===== src/rtl/input_unit_ctrl.sv =====
// input_unit_ctrl: unpacks UART bytes into one-bit pixels, writes them to the
// input-pixel RAM one per cycle, then serves single-bit reads until released.
module input_unit_ctrl #(
   parameter int unsigned ADDR_WIDTH = 10,
   parameter int unsigned NUM_PIXELS = 784,
   parameter int unsigned BYTE_BITS  = 8
) (
   input  logic                  clk,
   input  logic                  rst,
   input  logic                  i_rx_rdy,
   input  logic [7:0]            i_rx_data,
   output logic                  o_clr_rx_rdy,
   output logic                  o_ram_we,
   output logic [ADDR_WIDTH-1:0] o_ram_addr,
   output logic                  o_ram_data,
   input  logic                  i_ram_q,
   input  logic                  i_rd_req,
   input  logic [ADDR_WIDTH-1:0] i_rd_addr,
   output logic                  o_rd_valid,
   output logic                  o_rd_data,
   output logic                  o_img_ready,
   input  logic                  i_img_done
);

   // One extra bit so the pixel counter can represent NUM_PIXELS itself.
   localparam int unsigned CNT_W = ADDR_WIDTH + 1;
   localparam int unsigned BIT_W = $clog2(BYTE_BITS);

   typedef enum logic [1:0] {
      S_IDLE  = 2'd0,
      S_SHIFT = 2'd1,
      S_READY = 2'd2
   } state_t;

   state_t                r_state;
   state_t                w_next_state;
   logic [CNT_W-1:0]      r_pix_cnt;
   logic [BIT_W-1:0]      r_bit_cnt;
   logic [BYTE_BITS-1:0]  r_shift;
   logic [ADDR_WIDTH-1:0] r_addr_hold;
   logic                  r_clr;
   logic                  r_rd_valid;
   logic                  r_rd_oob;

   logic                  w_last_bit;
   logic                  w_img_full;
   logic                  w_capture;
   logic                  w_rd_accept;
   logic                  w_ram_we;
   logic                  w_ram_data;
   logic [ADDR_WIDTH-1:0] w_ram_addr;

   assign w_last_bit = (r_bit_cnt == BIT_W'(BYTE_BITS - 1));
   assign w_img_full = ((r_pix_cnt + CNT_W'(1)) == CNT_W'(NUM_PIXELS));

   // State register.
   always_ff @(posedge clk or posedge rst) begin
      if (rst) begin
         r_state <= S_IDLE;
      end else begin
         r_state <= w_next_state;
      end
   end

   // Next-state logic: capture a byte, shift it out, then hold the image.
   always_comb begin
      w_next_state = r_state;
      case (r_state)
         S_IDLE: begin
            if (i_rx_rdy) begin
               w_next_state = S_SHIFT;
            end
         end
         S_SHIFT: begin
            if (w_last_bit) begin
               w_next_state = w_img_full ? S_READY : S_IDLE;
            end
         end
         S_READY: begin
            if (i_img_done) begin
               w_next_state = S_IDLE;
            end
         end
         default: w_next_state = S_IDLE;
      endcase
   end

   // Output decode: RAM port ownership per state, addr held when idle.
   always_comb begin
      w_ram_we    = 1'b0;
      w_ram_data  = 1'b0;
      w_ram_addr  = r_addr_hold;
      w_capture   = 1'b0;
      w_rd_accept = 1'b0;
      case (r_state)
         S_IDLE: begin
            w_capture = i_rx_rdy;
         end
         S_SHIFT: begin
            w_ram_we   = 1'b1;
            w_ram_addr = r_pix_cnt[ADDR_WIDTH-1:0];
            w_ram_data = r_shift[0];
         end
         S_READY: begin
            if (i_rd_req) begin
               w_ram_addr  = i_rd_addr;
               w_rd_accept = 1'b1;
            end
         end
         default: begin
            w_ram_we = 1'b0;
         end
      endcase
   end

   // Datapath: byte shifter, counters, ack pulse and read-return pipeline.
   always_ff @(posedge clk or posedge rst) begin
      if (rst) begin
         r_pix_cnt   <= '0;
         r_bit_cnt   <= '0;
         r_shift     <= '0;
         r_addr_hold <= '0;
         r_clr       <= 1'b0;
         r_rd_valid  <= 1'b0;
         r_rd_oob    <= 1'b0;
      end else begin
         r_clr       <= w_capture;
         r_rd_valid  <= w_rd_accept;
         r_rd_oob    <= w_rd_accept && ({1'b0, i_rd_addr} >= CNT_W'(NUM_PIXELS));
         r_addr_hold <= w_ram_addr;
         if (w_capture) begin
            r_shift   <= i_rx_data[BYTE_BITS-1:0];
            r_bit_cnt <= '0;
         end else if (r_state == S_SHIFT) begin
            r_shift   <= r_shift >> 1;
            r_bit_cnt <= r_bit_cnt + BIT_W'(1);
            r_pix_cnt <= (w_last_bit && w_img_full) ? '0 : (r_pix_cnt + CNT_W'(1));
         end
      end
   end

   assign o_clr_rx_rdy = r_clr;
   assign o_ram_we     = w_ram_we;
   assign o_ram_addr   = w_ram_addr;
   assign o_ram_data   = w_ram_data;
   assign o_rd_valid   = r_rd_valid;
   // RAM output arrives one cycle after the address; out-of-range reads return 0.
   assign o_rd_data    = r_rd_valid & ~r_rd_oob & i_ram_q;
   assign o_img_ready  = (r_state == S_READY);

endmodule


===== config.mk =====
export PLATFORM = sky130hd
export DESIGN_NAME = input_unit_ctrl
export DESIGN_NICKNAME = d
export VERILOG_FILES = /design/src/rtl/input_unit_ctrl.sv
export SDC_FILE = /design/constraint.sdc
export NUM_CORES = 1
export LEC_CHECK = 0
export CAP_MARGIN = 0
export CORE_UTILIZATION = 50
export DETAILED_ROUTE_END_ITERATION = 8
export GPL_TIMING_DRIVEN = 1
export PLACE_DENSITY = 0.79
export SYNTH_ARGS = -nofsm -noshare
export SYNTH_HDL_FRONTEND = slang
export SYNTH_SLANG_ARGS = --single-unit

===== constraint.sdc =====
create_clock -name clk -period 2.74 [get_ports clk]
set_input_delay 0.548 -clock clk [delete_from_list [all_inputs] [get_ports clk]]
set_output_delay 0.548 -clock clk [all_outputs]
set_load 0.05 [all_outputs]

== Word level (Yosys, flattened, before mapping) ==
Cells that the tools add are included.

* Add/sub/neg operators: 2
* Multipliers: 0
* Divide/modulo/power cells: 0
* Order comparisons: 1
* Equality and inequality tests: 7
* Shift operators: 0
* Muxes and demuxes: 17
* Bitwise operators: 4
* Reduce and logical (&&, ||, !) cells: 6

{| class="wikitable"
|+ Operators by type and width
! kind !! number
|-
| case mux 10 bit (2 select lines) || 1
|-
| two-way mux 8 bit || 2
|-
| adder 11 x 1 -> 11 bit (second input constant) || 1
|-
| equality test 11 x 10 -> 1 bit (second input constant) || 1
|-
| two-way mux 11 bit || 1
|-
| greater-or-equal comparator 10 bit (second input constant) || 1
|-
| two-way mux 10 bit || 1
|-
| two-way mux 2 bit || 4
|-
| two-way mux 3 bit || 2
|-
| case mux 2 bit (3 select lines) || 1
|-
| two-way mux 1 bit || 5
|-
| != test 2 bit (second input constant) || 2
|-
| adder 3 x 1 -> 3 bit (second input constant) || 1
|-
| equality test 3 bit (second input constant) || 1
|-
| AND reduction 3 bit || 1
|-
| bitwise AND 1 bit || 2
|-
| equality test 2 x 1 -> 1 bit (second input constant) || 1
|-
| equality test 2 bit (second input constant) || 1
|-
| logical AND 1 bit || 2
|-
| logical NOT 2 bit || 1
|-
| != test 2 x 1 -> 1 bit (second input constant) || 1
|-
| NOT 1 bit || 2
|-
| AND reduction 2 bit || 1
|-
| nonzero test 2 bit || 1
|}

* Flip-flop bits (word level): 37
* Bits in latches: 0
* Bits in writable memories: 0
* Memory bits (read-only): 0
* Memories kept: 0

== Longest topological paths before layout ==
* Depth after elaboration: 5
* Mapped depth: 7
* Depth with buffers taken out: 6

== Least setup slack after synthesis ==
Ideal clock, no wire load.

* Kind: register -> output
* Start: register r_state[1]
* End: output port o_ram_data
* Arrival: 2.184 ns
* Slack: 0.008 ns
* Stages on the path, launching flop included: 6
* Buffers on the path: 2
* Cell sequence: dfrtp_1 inv_1 ha_1 clkbuf_1 clkbuf_1 and2_1

* Word-level cells in the longest chain between the ends: 2

{| class="wikitable"
|+ RTL lines
! element !! RTL line !! source
|-
| start, declared || 35 || <nowiki>state_t r_state;</nowiki>
|-
| start signal, assigned || 61 || <nowiki>r_state <= w_next_state;</nowiki>
|-
| equality test 2 x 1 -> 1 bit || 95 || <nowiki>case (r_state)</nowiki>
|-
| two-way mux 1 bit || 95 ||
|-
| end, declared || 15 || <nowiki>output logic o_ram_data,</nowiki>
|}

Every way passes these cells.

== Final worst setup path ==
* Start: input port i_rd_req
* End: output port o_ram_addr[8]

* Word-level cells in the longest chain between the ends: 2

{| class="wikitable"
|+ RTL lines
! element !! RTL line !! source
|-
| start, declared || 17 || <nowiki>input logic i_rd_req,</nowiki>
|-
| two-way mux 10 bit || 105 || <nowiki>if (i_rd_req) begin</nowiki>
|-
| case mux 10 bit (2 select lines) || 95 ||
|-
| end, declared || 14 || <nowiki>output logic [ADDR_WIDTH-1:0] o_ram_addr,</nowiki>
|}

Every way passes these cells.

==> out/qor.csv <==
stage,metric,value,unit
outcome,status,completed,
synthesis,"Seq/Total Area, Yosys",0.4923,
routing,wire length per cell,16.10,microns
routing,number of vias per cell,5.686,
clock_tree,post-CTS repair timing setup buffer count,0,
synthesis,Synth top cells by count,"37 x dfrtp_1, 20 x a22o_1, 18 x nand2_1",
synthesis,synth top area cells,"dfrtp_1 49%, a22o_1 9.3%, mux2i_1 4.8%, ha_1 4.0%, nand2_1 3.6%",
sta,Max Fclk,391.8,MHz
placement,port bufs,39,
clock_tree,clk buf depth,2,
setup_path,critical path peak fanout,12,
routing,drt first pass iters,4,
power,maximum VDD drop,0.0007451,V
routing,drt drc,0,
setup_path,worst path required time,2190,ps
synthesis,yosys warns,0,
sta,worst slew pin tran,624.3,ps
grt,number of global-route vias before repair,1537,
synthesis,"EDFF count, synth",0,
synthesis,mapped cell area,0.001881,sq mm
setup_path,"Arr. time, crit path",2000,ps
synthesis,Synth area leader,dfrtp_1,
setup_path,CP startpoint kind,input port,
sta,Max transition margin,0.5838,
grt,antenna violations before repair,0,
placement,hpwl dp,3.008,mm
clock_tree,clock transition at the registers of the reported paths,70,ps
sta,Slew Limit Fails,0,
setup_path,crit path kind,input port to primary output,
clock_tree,total CTS buffers,5,
final_layout,layout filler cell count,246,
sta,period utilization,0.9314,
floorplan,die area,0.004010,sq mm
grt,largest net degree at the start of global routing,38,
sta,Worst Skew,4.899,ps
sta,setup total negative slack,0,ps
final_layout,ANT cells,0,
synthesis,asr flop ratio synth,1.000,
final_layout,share of layout cells above drive strength 1,0.1209,
synthesis,most common cell in the netlist,dfrtp_1,
routing,Iteration-0 DRC Markers,54,
synthesis,Netlist cell types,36,
sta,final setup vio count,0,
placement,GP Congestion,0.8802,
clock_tree,root buffer cell,clkbuf_8,
floorplan,# rows,21,
synthesis,syn nets,206,
job,MaxCap Viol Count,0,
power,Lkg Pwr,1.110,nW
sta,number of hold violations in the final report,0,
clock_tree,clock sink count,37,
clock_tree,worst skew pair latency,290,ps
floorplan,die width,63.33,microns
grt,first-pass GRT wire length,7.065,mm
clock_tree,CTS H-tree lvls,2,
grt,gr ovfl total,0,
synthesis,syn avg cell area,10.68,sq um
grt,Global Route Usage Sum,0.2290,
power,Tot Pwr,2.387,mW
synthesis,Yosys top cell area share,0.4923,
routing,final antenna-violating net count,0,
final_layout,P&R area growth vs syn,33.00,%
synthesis,Yosys reg bits,37,
routing,routed vias,1484,
routing,Detailed Route WL,4.201,mm
synthesis,"Primary FF master, synth",dfrtp_1,
floorplan,Initial Utilization,0.5422,
floorplan,DIE HEIGHT,63.33,microns
synthesis,Synth Instances,176,
sta,RSZ-0062 raised after global routing,false,
final_layout,# nets final,244,
power,power per cell area,954.2,mW/mm^2
hold_path,Tightest Hold Check Type,flop to flop,
clock_tree,CTS tree,built,
floorplan,Core Area,0.003468,sq mm
sta,min Tclk post-route,2552,ps
setup_path,Setup crit end kind,primary output,
floorplan,Ports,40,
[through the flow]
stage / setup slack (ps) / instance area [sq um] / hold slack [ps] / std cells / utilization
2_1_floorplan: 7.854 / 1881 / 434.7 / 176 / -
3_3_place_gp: 271.4 / 2415 / 449.9 / 253 / 0.6962
3_5_place_dp: 118.6 / 2415 / 458.0 / 253 / 0.6962
4_1_cts: 63.68 / 2497 / 471.9 / 261 / 0.7201
5_1_grt: 68.25 / 2501 / 494.7 / 261 / 0.7211
6_report: 187.9 / 2501 / 467.5 / 261 / 0.7211
[critical path, stage by stage]
cell and delay [ps]:
clkdlybuf4s50_1 510, and2_1 370, a22o_1 210, a22o_1 200
buf_12 150
[layer usage]
| layer | wire, microns | part of all wire | GRT usage |
|---|---|---|---|
| met5 | 0 | 0 | 0 |
| met2 | 2083 | 0.50 | 0.3843 |
| met4 | 102 | 0.024 | 0.1136 |
| met1 | 1822 | 0.43 | 0.2748 |
| met3 | 192 | 0.046 | 0.05072 |
[final timing paths]
path / from / endpoint / slack (ps) / depth (start not counted)
hold / removal: r_pix_cnt[10]$_DFFE_PP0P_ / r_pix_cnt[10]$_DFFE_PP0P_ / 470 / 1
max in group asynchronous: rst / r_pix_cnt[5]$_DFFE_PP0P_ / 1760 / 3
min in group asynchronous: rst / r_shift[6]$_DFFE_PP0P_ / 670 / 3
hold reg to reg: r_pix_cnt[10]$_DFFE_PP0P_ / r_pix_cnt[10]$_DFFE_PP0P_ / 470 / 1
setup reg to reg: r_pix_cnt[0]$_DFFE_PP0P_ / r_state[1]$_DFFE_PP0P_ / 380 / 5
setup / recovery: i_rd_req / o_ram_addr[8] / 190 / 5
[cell families (layout without fill, tap and decap cells)]
family / count (synthesis) / in the layout / synth area share
and+or+nand+nor: 51 / 51 / 0.1437
AOI/OAI and AO/OA: 45 / 45 / 0.1830
muxes: 10 / 10 / 0.05389
xor gates and xnor gates: 10 / 10 / 0.04657
adders and majority gates: 6 / 6 / 0.03992
DFF: 37 / 37 / 0.4923
buffers and inverters: 17 / 56 / 0.04058
[cell type report]
class,instances,area (sq um),area share
well taps,46,57.56,0.02301
inverters,6,22.52,0.009004
repair buffers,42,530.5,0.2121
multi-input cells,122,882.1,0.3527
clock buffers,6,72.57,0.02901
flip-flops and latches,37,925.9,0.3702
clock inverters,2,10.01,0.004002
[state kept, by name, indices dropped and copies added (netlist names)]
name          count
r_state           2
r_rd_oob          1
r_shift           8
r_bit_cnt         3
o_rd_valid        1
o_clr_rx_rdy      1
r_pix_cnt        11
r_addr_hold      10
[report_power, final]
part	total [mW]	internal, mW	leakage, nW	switching [mW]
sequential	0.856	0.710	0.486	0.146
combinational	1.17	0.521	0.578	0.645
clock	0.365	0.176	0.0450	0.189
[placed cells by master, fill, tap and decap left out, types with 6 or more instances in the layout]
| cell type | n |
|---|---|
| nand2_1 | 18 |
| buf_12 | 12 |
| a22o_1 | 20 |
| dfrtp_1 | 37 |
| clkdlybuf4s50_1 | 26 |
| inv_1 | 6 |
| ha_1 | 6 |
| nor2_1 | 7 |
| o21ai_0 | 11 |
| mux2i_1 | 9 |
[timing repair]
item	CTS	global route
setup endpoints to repair	0	10
resized for setup	0	1
hold buffers	0	0
Power figures use the tool's default switching activity.
==> edit, RTL diff (same flow settings) <==
Encoding of `state_t`: now one-hot (3 bits for 3 states).
--- a/src/rtl/input_unit_ctrl.sv
+++ b/src/rtl/input_unit_ctrl.sv
@@ -27,8 +27,8 @@
    localparam int unsigned BIT_W = $clog2(BYTE_BITS);
 
-   typedef enum logic [1:0] {
-      S_IDLE  = 2'd0,
-      S_SHIFT = 2'd1,
-      S_READY = 2'd2
+   typedef enum logic [2:0] {
+      S_IDLE  = 3'b001,
+      S_SHIFT = 3'b010,
+      S_READY = 3'b100
    } state_t;
 
Formal check against the unedited RTL: same outputs for any inputs over 10 cycles, from zero or initial values and one cycle with rst high; not proved beyond that.
==> edit against the unedited design <==
Power is 18% lower; clock skew is 0.0023 ns lower; wire length is 2.0% lower; critical path type is now register to primary output; hold slack better by 0.0070 ns; sequential cell count is 1 higher; area after synthesis is 1.1% higher; worst setup slack worse by 0.035 ns; first-iteration DRC count is 110% higher; cell area is 2.3% lower.
==> edit: results (changes against the unedited design) <==
[logic_synthesis]
synth_area_leaders = dfrtp_1 (49%), nand2_1 (9.9%), a22oi_1 (6.3%)
synth_fp_nets = 229  ; +11%
netlist_instances = 201  ; +14%
synth-seq-area-share_pct = 50.10  ; +0.86 points
synth_common_cells = nand2_1 (50), dfrtp_1 (37), a22oi_1 (16), nor2_1 (8), o21ai_0 (8)

[timing]
worst_clock_skew_ns = 0.002587  ; -0.002311 ns
max_slew_margin_pct = 67.22  ; +8.8 points

[power_and_ir_drop]
cellLeakagePower_nw = 1.147  ; +3.3%
pwr-share-comb_pct = 37.8  ; -11 points
switching_share_pct = 39.15  ; -1.9 points
pwr-share-clk_pct = 20.1  ; +4.8 points
p_seq_mw = 0.825  ; -3.6%

[routing]
vias = 1585  ; +6.8%
dr.first_iter.drc_count = 113  ; +110%
drt-total-wl_microns = 4115  ; -2.0%

[placed_design]
hpwl_microns = 2857  ; -5.0%
dp_cells = 282  ; +11%
gp_congestion = 0.8413  ; -4.4%
dpl_cell_area_sq_um = 2350  ; -2.7%

[global_routing]
grt_use_met3_pct = 7.065  ; +2.0 points
grtUsageMet1_pct = 28.91  ; +1.4 points
grt_pass1_wl_microns = 6982  ; -1.2%
grt_pass1_vias = 1484  ; -3.4%
globalRouteMet2Util_pct = 36.84  ; -1.6 points
grt_start_max_net_pins = 39  ; +2.6%

[run_status]
outcome = completed

[worst_setup_path]
cp.arrival_ns = 2.04  ; +0.04 ns
cpPeakStageDelay_ns = 0.53  ; +0.02 ns
path_max_fanout = 11  ; -1

[cells_and_area]
nNetsFinal = 269  ; +10%

==> edit: changes by cell type after synthesis, sizes merged, moves of 3 or more <==
| cell | change |
|---|---|
| a2111oi | -3 |
| mux2i | -9 |
| nand2 | +32 |
| o21ai | -5 |
| buf | +3 |
| and3 | +3 |
| a22o | -20 |
| a22oi | +16 |
==> edit: layer usage <==
layer	vias to the layer above	share of wire (%)
met3	6	5.2
met4	0	1.2
li1	777	-
met1	750	46
met5	-	0
met2	52	48
==> edit: path summary, 6_finish.rpt <==
kind	start	endpoint	slack [ns]	cells after the start
hold / removal	r_shift[0]	r_shift[0]	0.47	2
setup / recovery	r_state[2]	o_ram_addr[6]	0.15	7
setup reg to reg	r_pix_cnt[0]	r_pix_cnt[9]	0.52	7
min in group asynchronous	rst	r_shift[1]	0.66	3
hold reg to reg	r_shift[0]	r_shift[0]	0.47	2
max in group asynchronous	rst	r_state[0]	1.72	3
==> edit: cells by family (layout without fill, tap and decap cells) <==
| group | after synthesis | after routing | synth area share (%) |
|---|---|---|---|
| buffers and inverters | 17 | 58 | 3.950 |
| multiplexers | 1 | 1 | 0.7898 |
| AND/OR/NAND/NOR | 93 | 93 | 25.02 |
| adder cells (fa/ha/maj) | 4 | 4 | 2.633 |
| XOR/XNOR | 8 | 8 | 3.687 |
| flip-flops | 38 | 38 | 50.10 |
| AO/OA/AOI/OAI | 40 | 40 | 13.83 |
==> edit: worst max-delay path: cells and delay by family (launching register included) <==
family | cells | cell delay, ns
flip-flops | 1 | 0.40
AND/OR/NAND/NOR | 4 | 0.75
buffers and inverters | 3 | 0.58
==> edit: area by class of cell <==
cell class	count	area share (%)
clock inverters	1	0.2047
clock buffers	7	3.531
flip-flops and latches	38	38.95
inverters	5	0.9212
multi-input cells	146	35.93
well taps	48	2.457
repair buffers	45	18.01
